<file path="src/rtl/bus_fabric_if.sv">
// CPU-to-peripheral bus bundle: master-side request/response plus the
// broadcast slave-side address/data, one-hot strobes and per-slave responses.
interface bus_fabric_if #(
  parameter int NUM_SLAVES = 4,
  parameter int ADDR_W     = 32,
  parameter int DATA_W     = 32
);
  logic [ADDR_W-1:0]            M_ADDR;
  logic [DATA_W-1:0]            M_DATA_I;
  logic [DATA_W-1:0]            M_DATA_O;
  logic                         M_WRSTB;
  logic                         M_RDSTB;
  logic                         M_READY;
  logic                         M_ERR;
  logic [ADDR_W-1:0]            S_ADDR;
  logic [DATA_W-1:0]            S_DATA_O;
  logic [NUM_SLAVES-1:0]        S_WRSTB;
  logic [NUM_SLAVES-1:0]        S_RDSTB;
  logic [NUM_SLAVES*DATA_W-1:0] S_DATA_I;
  logic [NUM_SLAVES-1:0]        S_READY;

  modport master (
    output M_ADDR, M_DATA_I, M_WRSTB, M_RDSTB,
    input  M_DATA_O, M_READY, M_ERR
  );

  modport slave (
    input  S_ADDR, S_DATA_O, S_WRSTB, S_RDSTB,
    output S_DATA_I, S_READY
  );

  modport fabric (
    input  M_ADDR, M_DATA_I, M_WRSTB, M_RDSTB,
    output M_DATA_O, M_READY, M_ERR,
    output S_ADDR, S_DATA_O, S_WRSTB, S_RDSTB,
    input  S_DATA_I, S_READY
  );
endinterface

</file>
<file path="src/rtl/bus_fabric.sv">
// Single-master, multi-slave interconnect: registered decode, one-cycle slave
// strobes, wait-state handshake with timeout, and a saturating error counter.
module bus_fabric_dec #(
  parameter int                ADDR_W = 32,
  parameter logic [ADDR_W-1:0] BASE   = '0,
  parameter logic [ADDR_W-1:0] MASK   = '0
) (
  input  logic [ADDR_W-1:0] addr,
  output logic              hit
);
  assign hit = ((addr & MASK) == BASE);
endmodule

module bus_fabric #(
  parameter int                           NUM_SLAVES = 4,
  parameter int                           ADDR_W     = 32,
  parameter int                           DATA_W     = 32,
  parameter logic [NUM_SLAVES*ADDR_W-1:0] SLAVE_BASE = '0,
  parameter logic [NUM_SLAVES*ADDR_W-1:0] SLAVE_MASK = '0,
  parameter int                           TIMEOUT    = 15
) (
  input  logic              ACLK,
  input  logic              RESET,
  bus_fabric_if.fabric      bus,
  output logic [15:0]       ERR_COUNT
);
  localparam int IW = (NUM_SLAVES > 1) ? $clog2(NUM_SLAVES) : 1;
  // A zero-width counter is illegal, so TIMEOUT=0 keeps a dormant 1-bit one.
  localparam int TW = (TIMEOUT > 0) ? $clog2(TIMEOUT + 1) : 1;

  typedef enum logic [1:0] {IDLE = 2'd0, ACCESS = 2'd1, WAIT = 2'd2, RESP = 2'd3} state_t;

  state_t                             state;
  logic [NUM_SLAVES-1:0]              hit;
  logic [IW-1:0]                      hit_idx;
  logic                               any_hit;
  logic [IW-1:0]                      idx;
  logic                               is_rd;
  logic                               err;
  logic [TW-1:0]                      tcnt;
  logic [NUM_SLAVES-1:0][DATA_W-1:0]  s_rdata;
  logic                               sel_ready;
  logic [DATA_W-1:0]                  sel_data;
  logic [NUM_SLAVES-1:0]              sel_oh;

  for (genvar i = 0; i < NUM_SLAVES; i++) begin : g_dec
    bus_fabric_dec #(
      .ADDR_W (ADDR_W),
      .BASE   (SLAVE_BASE[i*ADDR_W +: ADDR_W]),
      .MASK   (SLAVE_MASK[i*ADDR_W +: ADDR_W])
    ) u_dec (
      .addr (bus.M_ADDR),
      .hit  (hit[i])
    );
  end

  // Descending scan so the lowest-index hit is the one left standing.
  always_comb begin
    hit_idx = '0;
    for (int i = NUM_SLAVES - 1; i >= 0; i--)
      if (hit[i]) hit_idx = IW'(i);
  end

  assign any_hit   = |hit;
  assign sel_oh    = NUM_SLAVES'(1) << hit_idx;
  assign s_rdata   = bus.S_DATA_I;
  assign sel_ready = bus.S_READY[idx];
  assign sel_data  = s_rdata[idx];

  always_ff @(posedge ACLK) begin
    if (RESET) begin
      state        <= IDLE;
      idx          <= '0;
      is_rd        <= 1'b0;
      err          <= 1'b0;
      tcnt         <= '0;
      ERR_COUNT    <= '0;
      bus.M_DATA_O <= '0;
      bus.M_READY  <= 1'b0;
      bus.M_ERR    <= 1'b0;
      bus.S_ADDR   <= '0;
      bus.S_DATA_O <= '0;
      bus.S_WRSTB  <= '0;
      bus.S_RDSTB  <= '0;
    end else begin
      bus.S_WRSTB <= '0;
      bus.S_RDSTB <= '0;
      bus.M_READY <= 1'b0;
      bus.M_ERR   <= 1'b0;
      case (state)
        IDLE: begin
          if (bus.M_WRSTB || bus.M_RDSTB) begin
            bus.S_ADDR   <= bus.M_ADDR;
            bus.S_DATA_O <= bus.M_DATA_I;
            is_rd        <= bus.M_RDSTB;
            idx          <= hit_idx;
            if ((bus.M_WRSTB && bus.M_RDSTB) || !any_hit) begin
              err         <= 1'b1;
              bus.M_READY <= 1'b1;
              bus.M_ERR   <= 1'b1;
              if (bus.M_RDSTB) bus.M_DATA_O <= '0;
              state       <= RESP;
            end else begin
              err   <= 1'b0;
              tcnt  <= '0;
              if (bus.M_WRSTB) bus.S_WRSTB <= sel_oh;
              else             bus.S_RDSTB <= sel_oh;
              state <= ACCESS;
            end
          end
        end
        ACCESS, WAIT: begin
          if (sel_ready) begin
            bus.M_READY <= 1'b1;
            if (is_rd) bus.M_DATA_O <= sel_data;
            state       <= RESP;
          end else if (TIMEOUT != 0 && tcnt == TW'(TIMEOUT)) begin
            err         <= 1'b1;
            bus.M_READY <= 1'b1;
            bus.M_ERR   <= 1'b1;
            if (is_rd) bus.M_DATA_O <= '0;
            state       <= RESP;
          end else begin
            if (TIMEOUT != 0) tcnt <= tcnt + 1'b1;
            state <= WAIT;
          end
        end
        RESP: begin
          if (err && ERR_COUNT != 16'hFFFF) ERR_COUNT <= ERR_COUNT + 16'd1;
          err   <= 1'b0;
          state <= IDLE;
        end
        default: state <= IDLE;
      endcase
    end
  end
endmodule

</file>
<file path="src/flat_wrapper.sv">
// flat-port wrapper written by rule: the top's interface ports become plain ports
module bus_fabric_flat 
#(
  parameter int                           NUM_SLAVES = 4,
  parameter int                           ADDR_W     = 32,
  parameter int                           DATA_W     = 32,
  parameter logic [NUM_SLAVES*ADDR_W-1:0] SLAVE_BASE = '0,
  parameter logic [NUM_SLAVES*ADDR_W-1:0] SLAVE_MASK = '0,
  parameter int                           TIMEOUT    = 15
)
  (ACLK, RESET, ERR_COUNT, bus_M_ADDR, bus_M_DATA_I, bus_M_WRSTB, bus_M_RDSTB, bus_M_DATA_O, bus_M_READY, bus_M_ERR, bus_S_ADDR, bus_S_DATA_O, bus_S_WRSTB, bus_S_RDSTB, bus_S_DATA_I, bus_S_READY);
  bus_fabric_if #(.NUM_SLAVES(NUM_SLAVES), .ADDR_W(ADDR_W), .DATA_W(DATA_W)) bus_i ();
  input  logic ACLK;
  input  logic RESET;
  output logic [15:0] ERR_COUNT;
  input wire logic [$bits(bus_i.M_ADDR)-1:0] bus_M_ADDR;
  input wire logic [$bits(bus_i.M_DATA_I)-1:0] bus_M_DATA_I;
  input wire logic [$bits(bus_i.M_WRSTB)-1:0] bus_M_WRSTB;
  input wire logic [$bits(bus_i.M_RDSTB)-1:0] bus_M_RDSTB;
  output wire logic [$bits(bus_i.M_DATA_O)-1:0] bus_M_DATA_O;
  output wire logic [$bits(bus_i.M_READY)-1:0] bus_M_READY;
  output wire logic [$bits(bus_i.M_ERR)-1:0] bus_M_ERR;
  output wire logic [$bits(bus_i.S_ADDR)-1:0] bus_S_ADDR;
  output wire logic [$bits(bus_i.S_DATA_O)-1:0] bus_S_DATA_O;
  output wire logic [$bits(bus_i.S_WRSTB)-1:0] bus_S_WRSTB;
  output wire logic [$bits(bus_i.S_RDSTB)-1:0] bus_S_RDSTB;
  input wire logic [$bits(bus_i.S_DATA_I)-1:0] bus_S_DATA_I;
  input wire logic [$bits(bus_i.S_READY)-1:0] bus_S_READY;
  assign bus_i.M_ADDR = bus_M_ADDR;
  assign bus_i.M_DATA_I = bus_M_DATA_I;
  assign bus_i.M_WRSTB = bus_M_WRSTB;
  assign bus_i.M_RDSTB = bus_M_RDSTB;
  assign bus_M_DATA_O = bus_i.M_DATA_O;
  assign bus_M_READY = bus_i.M_READY;
  assign bus_M_ERR = bus_i.M_ERR;
  assign bus_S_ADDR = bus_i.S_ADDR;
  assign bus_S_DATA_O = bus_i.S_DATA_O;
  assign bus_S_WRSTB = bus_i.S_WRSTB;
  assign bus_S_RDSTB = bus_i.S_RDSTB;
  assign bus_i.S_DATA_I = bus_S_DATA_I;
  assign bus_i.S_READY = bus_S_READY;
  bus_fabric #(.NUM_SLAVES(NUM_SLAVES), .ADDR_W(ADDR_W), .DATA_W(DATA_W), .SLAVE_BASE(SLAVE_BASE), .SLAVE_MASK(SLAVE_MASK), .TIMEOUT(TIMEOUT)) u_core (.ACLK(ACLK), .RESET(RESET), .bus(bus_i), .ERR_COUNT(ERR_COUNT));
endmodule
</file>
<file path="config.mk">
export PLATFORM = sky130hd
export DESIGN_NAME = bus_fabric_flat
export DESIGN_NICKNAME = d
export VERILOG_FILES = /design/src/rtl/bus_fabric_if.sv /design/src/rtl/bus_fabric.sv /design/src/flat_wrapper.sv
export SDC_FILE = /design/constraint.sdc
export NUM_CORES = 1
export LEC_CHECK = 0
export CAP_MARGIN = 20
export CORE_MARGIN = 5
export CORE_UTILIZATION = 36
export DETAILED_ROUTE_END_ITERATION = 7
export PLACE_DENSITY = 0.78
export SLEW_MARGIN = 20
export SYNTH_ARGS = -nofsm -noshare
export SYNTH_HDL_FRONTEND = slang
export SYNTH_HIERARCHICAL = 1
export SYNTH_SLANG_ARGS = --single-unit
</file>
<file path="constraint.sdc">
create_clock -name ACLK -period 2.1 [get_ports ACLK]
set_input_delay 0.21 -clock ACLK [delete_from_list [all_inputs] [get_ports ACLK]]
set_output_delay 0.21 -clock ACLK [all_outputs]
set_load 0.1 [all_outputs]
</file>
**After elaboration in Yosys (flattened, before gate mapping)**

Cells that the tools add are included.

- Output and inout bits: 122
- RAM bits: 0
- Register bits after elaboration: 130
- Latch bits: 0
- Memories: 0
- Bits in read-only memories: 0

- Mux-type cells: 31
- $lt $le $gt $ge: 0
- Reductions and logical operators: 12
- Multiply operators: 0
- Bitwise logic cells: 2
- Equal/unequal tests: 14
- Shift-type cells: 0
- Divide/modulo/power cells: 0
- Add/subtract/negate cells: 2

Operators by type and width:

| cell | count |
|---|---|
| two-way mux 32 bit | 7 |
| one-hot mux 32 bit (2 select lines) | 1 |
| adder 16 x 1 -> 16 bit, second input constant | 1 |
| two-way mux 4 bit | 4 |
| inequality test 16 bit, second input constant | 1 |
| two-way mux 1 bit | 11 |
| inequality test 2 x 1 -> 1 bit, second input constant | 4 |
| inequality test 2 bit, second input constant | 4 |
| one-hot mux 4 bit (2 select lines) | 1 |
| two-way mux 2 bit | 3 |
| one-hot mux 2 bit (3 select lines) | 1 |
| AND reduction 6 bit | 1 |
| AND reduction 5 bit | 1 |
| adder 4 x 1 -> 4 bit, second input constant | 1 |
| == test 2 bit, second input constant | 2 |
| == test 4 bit, second input constant | 1 |
| one-hot mux 1 bit (2 select lines) | 2 |
| AND reduction 2 bit | 2 |
| OR reduction 4 bit | 1 |
| inequality test 3 x 1 -> 1 bit, second input constant | 1 |
| one-hot mux 1 bit (3 select lines) | 1 |
| AND reduction 3 bit | 1 |
| == test 2 x 1 -> 1 bit, second input constant | 1 |
| logical AND 1 bit | 2 |
| 5 further kinds | 6 |

**Logic depth before layout (Yosys ltp)**

- Word-level depth: 4
- Depth in mapped cells: 8

**Modules after synthesis**

The synthesis kept the hierarchy.

By module, submodules not included:

| module | area each (sq um) | instances | cells an instance | sequential area each (sq um) |
|---|---|---|---|---|
| bus_fabric | 5997.0 | 1 | 666 | 2642.5 |
| bus_fabric_dec | 11.3 | 4 | 2 | 0.0 |

**Worst setup path after synthesis**

No wires, ideal clock.

- Path kind: flip-flop to flip-flop
- From: register u_core.ERR_COUNT[3]
- To: register u_core.ERR_COUNT[13]
- Data arrival time: 2.324 ns
- Period minus slack after synthesis: 2.445 ns
- Data required time: 1.979 ns
- Stages on the path, launching flop included: 6
- Setup slack: -0.345 ns
- Cells stage by stage: dfxtp_1 -> and3_1 -> clkbuf_1 -> nand4_1 -> nor4b_1 -> mux2_2

- Word-level cells in the longest chain between the ends: 3
- Elaborated cells on any way between the ends: 4
- Those cells by class: add/sub (1); eq/ne (1); reduce/logical (2)

RTL lines:

| element | RTL line | text |
|---|---|---|
| start: declaration | bus_fabric.sv:25 | `output logic [15:0] ERR_COUNT` |
| start signal: assignment | bus_fabric.sv:129 | `if (err && ERR_COUNT != 16'hFFFF) ERR_COUNT <= ERR_COUNT + 16'd1;` |
| branches (longest 3 deep; another with adder 16 x 1 -> 16 bit) | n/a |  |

Several ways; the timed one is not identified.
A chain may end at the register's enable or synchronous reset.

**Worst setup path in the final report**

- From: register u_core.state[1]
- To: register u_core.ERR_COUNT[15]

- Word-level cells in the longest chain between the ends: 2

RTL lines:

| element | RTL line | text |
|---|---|---|
| start: declaration | bus_fabric.sv:33 | `state_t state;` |
| start signal: assignment | bus_fabric.sv:72 | `state <= IDLE;` |
| start signal: assignment | bus_fabric.sv:102 | `state <= RESP;` |
| start signal: assignment | bus_fabric.sv:108 | `state <= ACCESS;` |
| == test 2 bit | bus_fabric.sv:90 | `case (state)` |
| AND reduction 2 bit (no line) | n/a |  |

Every way passes these cells.

==> impl_metrics.yaml <==
cells_and_area:
  mostFrequentLayoutCells: "clkdlybuf4s50_1, nand2_1, buf_4"
  final_common_cell: "clkdlybuf4s50_1"
  nets: 1194
  layout-drive-gt1-share_pct: 24.1
  areaGrowthSynthToFinish_pct: 64.5
  antenna_cells: 0
drt:
  drc_errors: 0
  dr.pass1.iters: 4
  post_drt_via_cell_ratio: 4.85
  drtAntennaViolNets: 0
  drt_wl_total_um: 19100
  initialDrtViolationCount: 243
  num_vias: 5934
  wl_per_cell_um: 15.6
power:
  powerDensity_nw_per_um2: 1130
  power.switching_w: 0.00483
  switching_share_pct: 43.1
  power.share.clock_pct: 25.7
  power_leakage_nw: 3.88
  p_int_w: 0.00637
  ir_drop_mv: 0.547
  p_comb_share_pct: 47.3
  p_seq_share_pct: 27.0
  p_total_w: 0.0112
sta:
  fin_skew_ns: 0.00692
  clock.fmax_mhz: 516
  rsz0062_at_grt: "false"
  max_slew_margin_pct: 59.4
  whs_ns: 0.303
  worst_slack_ns: 0.162
  hold_viol: 0
  finalSetupViolCount: 0
  fin_crit_sh_pct: 92.3
  worstMarginPinSlew_ns: 0.609
  drv_slew: 0
  fin_crit_ns: 1.94
yosys:
  syn-instance-count: 674
  synth_nets: 878
  synth-edff-count: 0
  yosysTopAreaCell: "dfxtp_1"
  ys_ff_latch: 132
  synth_area_leaders: "dfxtp_1, mux4_2, nand2_1"
  seq_area_frac_synth_pct: 43.7
  synth-main-ff-cell: "dfxtp_1"
  syn_area_um2: 6040
  yosysTopAreaCellShare_pct: 43.7
  avgSynthCellArea_um2: 8.96
  synth_cell_types: 47
  synthArstFlopShare_pct: 0
  yosys_warnings: 6
floorplan:
  die_h_um: 140
  fp.dieW_um: 140
  fp.dieArea_um2: 19500
  rows: 47
  ios: 322
  start_util_pct: 36.6
  core_area_um2: 16500
clock_network:
  cts_made_buffers: 17
  clockBufferDepth: 2
  root_buffer: "clkbuf_16"
  hold_buffers: 0
  cts.clk_slew.worst_paths_ns: 0.06
  clkLatencyLatePin_ns: 0.41
  cts_tree: "done"
  cts.sinks: 132
  cts_max_level: 4
global_route:
  grt_usage_pct: 18.8
  grt_pass1_vias: 5799
  grt_max_degree: 63
  grt_pass1_wl_um: 29600
  grt-ovfl-total: 0
  antenna_found_initial: 0
place:
  dp_hpwl_um: 14600
  io_buffer_count: 321
  gp_congestion: 0.852
  preCtsSetupSlack_ns: -0.157
critical_path:
  cp.required_ns: 2.40
  cp-end-kind: "flip-flop"
  cp-start-kind: "flip-flop"
  cp_max_fo: 12
  cp_cell_sequence: "buf_4 > ha_1 > nand2_1 > or2_2 > nor4_1 > mux2_2"
  worstReg2RegEnd: "u_core/ERR_COUNT[15]$_SDFFE_PP0P_"
  cp_slowest_cell: "or2_2"
  r2r-start: "u_core/state[1]$_SDFFE_PP0P_"
  path_class: "flip-flop to flip-flop"
  cp.arrival_ns: 2.23
  critPathMaxStageDelay_ns: 0.43
  reg2regPathDepth: 6
  reg2reg_slack_ns: 0.16
hold_path:
  min_to: "u_core/state[1]$_SDFFE_PP0P_"
  hold_path.class: "input pin to flip-flop"
  hold_depth: 2
  hp-start: "RESET"
outcome:
  run_status: "complete, no violations"
flow_run:
  maxCapViolCount: 0
-- power groups by stage --
stage	Sequential [W]	Clock, W	Combinational (W)
6_report	0.00302	0.00288	0.00530
5_1_grt	0.00306	0.00309	0.00557
4_1_cts	0.00303	0.00296	0.00534
3_5_place_dp	0.00307	0	0.00526
3_3_place_gp	0.00306	0	0.00523
2_1_floorplan	0.00520	0	0.00154
-- layout make-up --
type	count	area, um2
clock buffers	20	447
clock inverters	12	131
fillers	1418	6590
inverters	4	15.0
multi-input cells	484	3190
flip-flops and latches	132	2660
well taps	220	275
repair buffers	351	3220
-- metrics by stage --
stage                     instances  cell area (um2)  TNS [ns]  util (%)
after floorplan                 674             6060         0         -
after global placement         1189             9330     -2.47      56.4
after detailed placement       1189             9330     -2.66      56.4
after CTS                      1223             9930         0      60.1
after global routing           1223             9940         0      60.1
final                          1223             9940         0      60.1
-- Yosys cell counts, types with 2 or more instances --
| cell | n |
|---|---|
| a22oi_1 | 3 |
| clkbuf_1 | 37 |
| o21a_1 | 2 |
| buf_1 | 9 |
| mux4_2 | 33 |
| or3_1 | 9 |
| ha_1 | 4 |
| or4_1 | 4 |
| o31ai_1 | 5 |
| and3_1 | 2 |
| mux2_2 | 3 |
| and4_1 | 2 |
| nor2_1 | 22 |
| o21ai_0 | 9 |
| nor3b_1 | 2 |
| nand4_1 | 7 |
| a21oi_1 | 79 |
| mux2i_1 | 36 |
| nor4_1 | 4 |
| nand2b_1 | 35 |
| nand3_1 | 7 |
| o21bai_1 | 2 |
| nand2_1 | 178 |
| dfxtp_1 | 132 |
| inv_1 | 4 |
| nor3_1 | 9 |
| buf_2 | 3 |
| buf_4 | 4 |
| nor2b_1 | 7 |
| conb_1 | 4 |
-- per-layer routing --
layer	up-vias	track usage, %	share of wire, %
met4	0	7.19	2.1
met1	2726	21.1	39
met5	-	0	0
li1	2961	-	-
met3	29	5.83	7.4
met2	218	33.4	51
-- registers in the layout, indices dropped and copies added (netlist names), 2 cells and up --
| register | count |
|---|---|
| u_core/bus.S_ADDR | 32 |
| u_core/tcnt | 4 |
| u_core/bus.S_RDSTB | 4 |
| u_core/bus.S_WRSTB | 4 |
| u_core/state | 2 |
| u_core/ERR_COUNT | 16 |
| u_core/bus.S_DATA_O | 32 |
| u_core/bus.M_DATA_O | 32 |
| u_core/idx | 2 |
-- critical path, delay by kind of cell (launching register included) --
family	cells	cell delay (ns)
buffers and inverters	1	0.11
DFF	1	0.33
and+or+nand+nor	3	0.86
adders and majority gates	1	0.15
muxes	1	0.37
-- repair_timing --
action                     CTS  global route
setup endpoints to repair   22             1
pin swaps                    1             0
cloned                       0             0
setup buffers                2             0
gates resized for setup      0             1
-- worst max path at each step --
stage,from,end,slack [ns]
2_1_floorplan,u_core/ERR_COUNT[3]$_SDFFE_PP0P_,u_core/ERR_COUNT[13]$_SDFFE_PP0P_,0.04
3_3_place_gp,bus_S_READY[1],u_core/bus.M_DATA_O[16]$_SDFFE_PP0P_,-0.12
3_5_place_dp,bus_S_READY[3],u_core/bus.M_DATA_O[12]$_SDFFE_PP0P_,-0.16
4_1_cts,u_core/state[1]$_SDFFE_PP0P_,u_core/ERR_COUNT[13]$_SDFFE_PP0P_,0.07
5_1_grt,u_core/state[1]$_SDFFE_PP0P_,u_core/ERR_COUNT[15]$_SDFFE_PP0P_,0.02
6_report,u_core/state[1]$_SDFFE_PP0P_,u_core/ERR_COUNT[15]$_SDFFE_PP0P_,0.16
-- cells by family after synthesis --
kind of cell	synth area share, %
AND/OR/NAND/NOR	21.9
flip-flops	43.7
AO/OA/AOI/OAI	10.3
multiplexers	18.8
buffers and inverters	4.04
adder cells (fa/ha/maj)	0.828
other	0.248
XOR/XNOR	0.145
Note: power is estimated with default switching activity, not from simulation.
